--- config.mk ---
export PLATFORM = sky130hd
export DESIGN_NAME = parity_frame_tx
export DESIGN_NICKNAME = d
export VERILOG_FILES = /design/src/rtl/parity_frame_tx.sv
export SDC_FILE = /design/constraint.sdc
export NUM_CORES = 1
export LEC_CHECK = 0
export CAP_MARGIN = 40
export CORE_AREA = 10 10 77 79
export CTS_BUF_LIST = sky130_fd_sc_hd__clkbuf_8
export DETAILED_ROUTE_END_ITERATION = 8
export DIE_AREA = 0 0 87 89
export PLACE_DENSITY = 0.52
export SLEW_MARGIN = 20
export SYNTH_ARGS = -nofsm -noshare
export SYNTH_HDL_FRONTEND = slang
export SYNTH_SLANG_ARGS = --single-unit
--- constraint.sdc ---
create_clock -name clk -period 2.3 [get_ports clk]
set_input_delay 0.345 -clock clk [delete_from_list [all_inputs] [get_ports clk]]
set_output_delay 0.345 -clock clk [all_outputs]
set_load 0.01 [all_outputs]
--- src/rtl/parity_frame_tx.sv ---
// Serial frame transmitter: start(0), DATA_W data bits LSB-first, parity, STOP_BITS stop(1) bits.
// Define FRAME_TX_ODD_PARITY_EN for odd parity; default build sends even parity.
module parity_frame_tx #(
    parameter int DATA_W       = 8,
    parameter int CLKS_PER_BIT = 4,
    parameter int STOP_BITS    = 1
) (
    input  logic              clk,
    input  logic              rst,
    input  logic [DATA_W-1:0] in_data,
    input  logic              in_valid,
    output logic              in_ready,
    output logic              tx,
    output logic              busy,
    output logic              frame_done
);

    localparam int CNT_W = (CLKS_PER_BIT > 1) ? $clog2(CLKS_PER_BIT) : 1;
    localparam int IDX_W = (DATA_W > 2) ? $clog2(DATA_W) : 1;

    localparam logic [CNT_W-1:0] CNT_LAST  = CNT_W'(CLKS_PER_BIT - 1);
    localparam logic [IDX_W-1:0] DATA_LAST = IDX_W'(DATA_W - 1);
    localparam logic [IDX_W-1:0] STOP_LAST = IDX_W'(STOP_BITS - 1);

    localparam logic [2:0] S_IDLE   = 3'd0;
    localparam logic [2:0] S_START  = 3'd1;
    localparam logic [2:0] S_DATA   = 3'd2;
    localparam logic [2:0] S_PARITY = 3'd3;
    localparam logic [2:0] S_STOP   = 3'd4;

    logic [2:0]        r_state;
    logic [CNT_W-1:0]  r_cnt;
    logic [IDX_W-1:0]  r_idx;
    logic [DATA_W-1:0] r_shift;
    logic              r_parity;
    logic              r_tx;
    logic              r_done;

    logic              w_parity;
    logic              w_bitEnd;
    logic [DATA_W-1:0] w_shiftNext;

`ifdef FRAME_TX_ODD_PARITY_EN
    assign w_parity = ~(^in_data);
`else
    assign w_parity = ^in_data;
`endif

    assign w_bitEnd    = (r_cnt == CNT_LAST);
    assign w_shiftNext = r_shift >> 1;

    // tx is loaded one bit ahead at each boundary so the line is purely registered
    always_ff @(posedge clk) begin
        if (rst) begin
            r_state  <= S_IDLE;
            r_cnt    <= '0;
            r_idx    <= '0;
            r_shift  <= '0;
            r_parity <= 1'b0;
            r_tx     <= 1'b1;
            r_done   <= 1'b0;
        end else begin
            r_done <= 1'b0;
            if (r_state != S_IDLE) begin
                r_cnt <= w_bitEnd ? '0 : r_cnt + 1'b1;
            end
            case (r_state)
                S_IDLE: begin
                    r_tx <= 1'b1;
                    if (in_valid) begin
                        r_shift  <= in_data;
                        r_parity <= w_parity;
                        r_tx     <= 1'b0;
                        r_cnt    <= '0;
                        r_idx    <= '0;
                        r_state  <= S_START;
                    end
                end
                S_START: begin
                    if (w_bitEnd) begin
                        r_tx    <= r_shift[0];
                        r_state <= S_DATA;
                    end
                end
                S_DATA: begin
                    if (w_bitEnd) begin
                        if (r_idx == DATA_LAST) begin
                            r_idx   <= '0;
                            r_tx    <= r_parity;
                            r_state <= S_PARITY;
                        end else begin
                            r_idx   <= r_idx + 1'b1;
                            r_shift <= w_shiftNext;
                            r_tx    <= w_shiftNext[0];
                        end
                    end
                end
                S_PARITY: begin
                    if (w_bitEnd) begin
                        r_tx    <= 1'b1;
                        r_state <= S_STOP;
                    end
                end
                S_STOP: begin
                    // r_idx counts stop bits here; frame_done coincides with the return to idle
                    if (w_bitEnd) begin
                        if (r_idx == STOP_LAST) begin
                            r_idx   <= '0;
                            r_done  <= 1'b1;
                            r_state <= S_IDLE;
                        end else begin
                            r_idx <= r_idx + 1'b1;
                        end
                    end
                end
                default: begin
                    r_tx    <= 1'b1;
                    r_state <= S_IDLE;
                end
            endcase
        end
    end

    assign in_ready   = (r_state == S_IDLE);
    assign busy       = (r_state != S_IDLE);
    assign tx         = r_tx;
    assign frame_done = r_done;

endmodule

==> results of run 1 <==
[worst max-delay path: stages, from the launching register on]
cell and delay [ps]:
dfxtp_1 420, nor2_2 250, nand2_1 150, inv_2 140, clkdlybuf4s50_1 560
[metrics by stage]
stage / worst slack, ps / std cells / hold slack [ps] / utilization, %
6_report: 180 / 194 / 483 / 28.9
5_1_grt: 90.6 / 194 / 498 / 28.9
4_1_cts: 110 / 194 / 486 / 28.9
3_5_place_dp: 278 / 190 / 474 / 27.8
3_3_place_gp: 330 / 190 / 465 / 27.8
2_1_floorplan: 544 / 127 / 451 / -
[path summary, 6_finish.rpt]
kind	end	depth (start not counted)	from	slack, ps
worst max register to register	r_shift[1]	7	r_idx[0]	460
worst min register to register	r_shift[7]	2	r_shift[7]	480
worst max-delay path	in_ready	4	r_state[1]	180
worst min-delay path	r_shift[7]	2	r_shift[7]	480
[logic make-up (layout without fill, tap and decap cells)]
kind of cell	after synthesis	count (layout)	synth area share, %
AND/OR/NAND/NOR	44	44	20.5
adder cells (fa/ha/maj)	5	5	5.80
XOR/XNOR	8	8	6.50
buffers and inverters	14	27	6.38
flip-flops	19	19	35.3
multiplexers	2	2	1.97
AO/OA/AOI/OAI	35	35	23.6
[power groups by stage]
stage	clock [mW]	sequential [mW]	combinational, mW
global placement	0	0.367	0.136
finish	0.235	0.360	0.141
floorplan	0	0.366	0.0902
CTS	0.244	0.360	0.142
detailed placement	0	0.367	0.140
global route	0.261	0.362	0.155
[synthesized netlist by cell type (3+ instances only)]
cell,n
a311oi_1,5
nor3_1,3
a311oi_2,3
xnor2_1,7
nand2b_1,5
nor2_1,12
o21ai_0,11
ha_1,5
a21oi_1,7
inv_1,5
nand2_1,13
dfxtp_1,19
clkbuf_1,5
[layout make-up]
cell class / count / area, um^2
fillers: 476 / 3220
clock inverters: 1 / 5.00
multi-input cells: 94 / 632
well taps: 54 / 67.6
inverters: 6 / 22.5
flip-flops and latches: 19 / 380
clock buffers: 3 / 41.3
repair buffers: 17 / 163
[per-layer routing]
metal | vias to the layer above | wire length (um)
li1 | 478 | -
met1 | 464 | 1320
met2 | 14 | 1210
met3 | 2 | 95
met4 | 0 | 20
met5 | - | 0
[flip-flops by register name (all words and copies together) (netlist names)]
register / cells
r_shift: 8
r_parity: 1
r_cnt: 2
frame_done: 1
r_idx: 3
tx: 1
r_state: 3
==> metrics.json, run 1 <==
{
  "final_layout": {
    "num_antenna_cells": 0,
    "most-common-layout-cells": "dfxtp_1 (19), clkdlybuf4s50_1 (14), nand2_1 (13)",
    "leading_cell_type_in_the_layout_fill_and_taps_excluded": "dfxtp_1",
    "post_route_cells_drive_above_1_share_pct": 10.7,
    "area.growth.synth_to_final_pct": 21.6,
    "final_design_area_no_fill_um2": 1310,
    "finish.net_count": 157
  },
  "die": {
    "start_util_pct": 23.8,
    "die_width_um": 87,
    "fp.dieH_um": 89,
    "placementRows": 25,
    "die_area_um2": 7740,
    "area_inside_the_core_boundary_um2": 4540,
    "ports": 15
  },
  "cts": {
    "cts_tree": "done",
    "cts_buffer_depth": 2,
    "ctsHtreeMaxLevel": 1,
    "worst_skew_pair.late_latency_ps": 250,
    "postCtsHoldBufs": 0,
    "clockRootBuffer": "clkbuf_8",
    "tritoncts.num_buffers": 3,
    "clock_transition_time_at_the_flip_flop_clock_pins_of_the_worst_setup_and_hold_paths_ps": 80,
    "post-cts-setup-buffers": 0,
    "ctsResizeCount": 0,
    "clock-sinks": 19
  },
  "route": {
    "drt-initial-drc-count": 39,
    "ant_nets": 0,
    "detail_route.wirelength_mm": 2.64,
    "vias": 958,
    "routedWlPerCell_um": 13.6,
    "remaining_drc_errors": 0,
    "avgViaCountPerCell": 4.94,
    "detailedRoute.firstPassIterationCount": 4
  },
  "sta": {
    "finalHoldViolCount": 0,
    "timing.final.crit_period_ps": 2120,
    "finalSetupViolations": 0,
    "setup_repair_after_global_routing_missed_its_margin": "false",
    "timing_max_transition_violations_final": 0,
    "timing.setup.tns_ps": 0,
    "timing.clock.skew_ps": 3.70,
    "timing_worst_slew_pin_value_ps": 790,
    "ratio_of_final_minimum_period_to_clock_period_pct": 92.2,
    "timing.fmax_mhz": 472,
    "max_slew_margin_pct": 47.1
  },
  "yosys": {
    "synth_async_sr_flop_share_pct": 0,
    "synth-edff-count": 0,
    "synth_top_flop_cell": "dfxtp_1",
    "yosysWarningCount": 0,
    "synth_top_cell_by_area": "dfxtp_1",
    "ys_seq_area_share_pct": 35.3,
    "synth.top_cells.by_area": "dfxtp_1 (35%), ha_1 (5.8%), xnor2_1 (5.7%)",
    "synth.avg_cell_area_um2": 8.49,
    "synthesis.instances": 127,
    "synth.ff_latch_count": 19,
    "synth.cell_area_um2": 1080,
    "synthDistinctLibCells": 36,
    "synth_nets": 143,
    "netlist.area_leader.share_pct": 35.3
  },
  "global_routing": {
    "grt_remaining_overflow": 0,
    "antenna_found_initial": 0,
    "gr-usage-met1_pct": 8.53,
    "maximum_number_of_pins_on_one_net_before_global_route_repair": 22,
    "grt_use_met2_pct": 11.3,
    "via_count_of_the_first_global_routing_pass": 995,
    "grt.total_usage_pct": 7.09,
    "top_usage_layer": "met2",
    "groute.layer.met3.usage_pct": 1.82,
    "grt_pass1_wl_mm": 4.49
  },
  "critical_path": {
    "critPathRequiredTime_ps": 1960,
    "critical_path_arrival_ps": 1770,
    "startpoint_type": "flop",
    "crit_type": "reg -> out",
    "setup.worst_path.end_class": "primary output",
    "largest_fanout_on_the_critical_path": 9
  },
  "power_and_ir_drop": {
    "vdd_ir_drop_max_mv": 0.191,
    "seqPwrFrac_pct": 48.9,
    "report.power.total_mw": 0.736,
    "power_per_cell_area_nw_per_um2": 562,
    "cell_internal_pwr_mw": 0.539,
    "combPwrFrac_pct": 19.2,
    "power.share.switching_pct": 26.8,
    "p_clk_share_pct": 31.9,
    "power_leakage_nw": 0.453,
    "netSwitchingPower_mw": 0.197
  },
  "worst_hold_path": {
    "min-delay-path-class": "reg -> reg"
  },
  "flow_run": {
    "maxCapViolations": 0
  },
  "placement": {
    "place.port_buffers": 14,
    "place.gp.congestion": 0.803,
    "detailed_place_hpwl_mm": 1.93,
    "placed_cell_area_um2": 1260
  },
  "run_status": {
    "status": "complete, no violations"
  }
}
(Power assumes the default switching activity.)
==> run 2, diff against run 1 <==
PLACE_DENSITY = 0.53   (was 0.52)
TNS_END_PERCENT = 5   (was not set)
clock period = 1.9 ns   (was 2.3 ns; I/O delays follow)
==> run 2 against run 1 <==
Effect of this change: first-iteration DRC count rose by 33%; wire length shrank 1.0%; via count down 0.42%; design area increased by 4.6%; count of clock-buffer cells in the layout unchanged; worst setup slack got worse by 100 ps; cell count up 3.1%; worst hold slack worse by 3.8 ps; clock power rose by 21%; sequential share of layout area shrank 1.1 points.
==> metrics.json, run 2 (same netlist as run 1, synthesis figures left out) <==
{
  "run_status": {
    "status": "complete, no violations"
  },
  "critical_path": {
    "crit_type": "reg -> reg",
    "largest_fanout_on_the_critical_path": 4,
    "setup.worst_path.start": "r_idx[0]",
    "slowest_stage_cell_cp": "dfxtp_2",
    "setup.worst_path.end": "tx",
    "cp_top_family": "adder cells",
    "r2r_setup_slack_ps": 80,
    "crit_chain": "ha_2 > ha_2 > mux2_2 > or3_1 > a221oi_1 > o21bai_1",
    "rr_startpoint": "r_idx[0]",
    "critPathRequiredTime_ps": 2040,
    "timing.critical_path.depth": 6,
    "critical_path.max_stage_delay_ps": 360,
    "r2r.worst_path.cells": 6,
    "setup.worst_path.end_class": "flop",
    "cpMostUsedCell": "ha_2",
    "startpoint_type": "flop",
    "critical_path_buf_inv_count": 0,
    "critical_path_arrival_ps": 1970,
    "reg2reg_to": "tx"
  },
  "die": {
    "start_util_pct": 23.8,
    "die_area_um2": 7740,
    "area_inside_the_core_boundary_um2": 4540,
    "placementRows": 25,
    "ports": 15,
    "fp.dieH_um": 89,
    "die_width_um": 87
  },
  "worst_hold_path": {
    "min-delay-path-class": "reg -> reg",
    "hold-path-cell-count": 2
  },
  "global_routing": {
    "antenna_found_initial": 0,
    "grt_pass1_wl_mm": 4.57,
    "grt.total_usage_pct": 7.34,
    "maximum_number_of_pins_on_one_net_before_global_route_repair": 22,
    "grt_remaining_overflow": 0,
    "via_count_of_the_first_global_routing_pass": 1011
  },
  "route": {
    "drt-initial-drc-count": 52,
    "detailedRoute.firstPassIterationCount": 4,
    "avgViaCountPerCell": 4.77,
    "remaining_drc_errors": 0,
    "routedWlPerCell_um": 13.1,
    "ant_nets": 0,
    "detail_route.wirelength_mm": 2.62,
    "vias": 954
  },
  "final_layout": {
    "regArea_um2": 383,
    "largest_register_ff_count": 8,
    "postLayoutCoreUtil_pct": 30.2,
    "most-common-layout-cells": "dfxtp_1 (17), clkdlybuf4s50_1 (14), nand2_1 (13)",
    "area.growth.synth_to_final_pct": 27.1,
    "post_route_cells_drive_above_1_share_pct": 16.4,
    "layout.filler_cells": 503,
    "leading_cell_type_in_the_layout_fill_and_taps_excluded": "dfxtp_1",
    "finish.net_count": 163,
    "largest_registers": "r_shift x8, r_idx x3, r_state x3",
    "largest-register": "r_shift",
    "multiInputGateArea_um2": 642,
    "num_antenna_cells": 0
  },
  "cts": {
    "ctsHtreeMaxLevel": 1,
    "cts_buffer_depth": 2,
    "tritoncts.num_buffers": 3,
    "worst_skew_pair.late_latency_ps": 260,
    "clockRootBuffer": "clkbuf_8",
    "post-cts-setup-buffers": 0,
    "clock-sinks": 19,
    "cts_tree": "done",
    "clock_transition_time_at_the_flip_flop_clock_pins_of_the_worst_setup_and_hold_paths_ps": 80
  },
  "power_and_ir_drop": {
    "report.power.total_mw": 0.898,
    "power_per_cell_area_nw_per_um2": 655,
    "vdd_ir_drop_max_mv": 0.231,
    "power_leakage_nw": 0.482
  },
  "placement": {
    "place.gp.congestion": 0.833,
    "place.port_buffers": 14,
    "dp_worst_setup_slack_ps": 40.6,
    "detailed_place_hpwl_mm": 1.91
  },
  "sta": {
    "timing.setup.tns_ps": 0,
    "timing.clock.skew_ps": 6.13,
    "timing.fmax_mhz": 549,
    "timing.final.crit_period_ps": 1820,
    "ratio_of_final_minimum_period_to_clock_period_pct": 95.8,
    "max_slew_margin_pct": 71.3,
    "setup_repair_after_global_routing_missed_its_margin": "false",
    "timing_worst_slew_pin_value_ps": 419,
    "finalSetupViolations": 0,
    "post_route_setup_slack_ps": 79.2,
    "finalHoldViolCount": 0,
    "timing_max_transition_violations_final": 0
  },
  "flow_run": {
    "maxCapViolations": 0
  }
}
-- run 2: layer usage --
layer / wire [um] / GRT usage, %
met5: 0 / 0
met1: 1190 / 8.24
met4: 23 / 3.24
met2: 1280 / 12.4
met3: 126 / 2.37
-- run 2: final cells by class --
type | count | area share (%)
Timing Repair Buffer | 23 | 15.4
Sequential cell | 19 | 27.9
Tap cell | 54 | 4.93
Inverter | 6 | 1.64
Multi-Input combinational cell | 94 | 46.8
Clock buffer | 3 | 3.01
Clock inverter | 1 | 0.274
-- run 2: timing repair --
action	CTS	global route
pin swaps	0	2
resized for setup	1	6
setup endpoints to repair	1	10
endpoints found under the hold margin	0	0
hold buffers	0	0
-- run 2: worst min-delay path: stages, from the launching register on --
cell	delay [ps]
dfxtp_1	310
nand2b_1	60
a21oi_1	60
-- run 2: how the worst min path moves through the flow --
stage          startpoint    endpoint
2_1_floorplan    in_valid    r_parity
3_3_place_gp   r_shift[4]  r_shift[3]
3_5_place_dp   r_shift[7]  r_shift[7]
4_1_cts        r_shift[7]  r_shift[7]
5_1_grt        r_shift[7]  r_shift[7]
6_report       r_shift[7]  r_shift[7]
-- run 2: power by group --
part / leakage [nW] / total, mW / switching, mW / internal, mW
logic: 0.298 / 0.177 / 0.0843 / 0.0924
clock network: 0.0269 / 0.284 / 0.140 / 0.144
registers: 0.157 / 0.437 / 0.0152 / 0.422
total: 0.482 / 0.898 / 0.240 / 0.658
-- run 2: metrics by stage --
| step | hold WS (ps) | instance area, um^2 | instances |
|---|---|---|---|
| after floorplan | 395 | 1080 | 127 |
| after global placement | 462 | 1310 | 196 |
| after detailed placement | 472 | 1310 | 196 |
| after CTS | 483 | 1360 | 200 |
| after global routing | 511 | 1370 | 200 |
| final | 479 | 1370 | 200 |
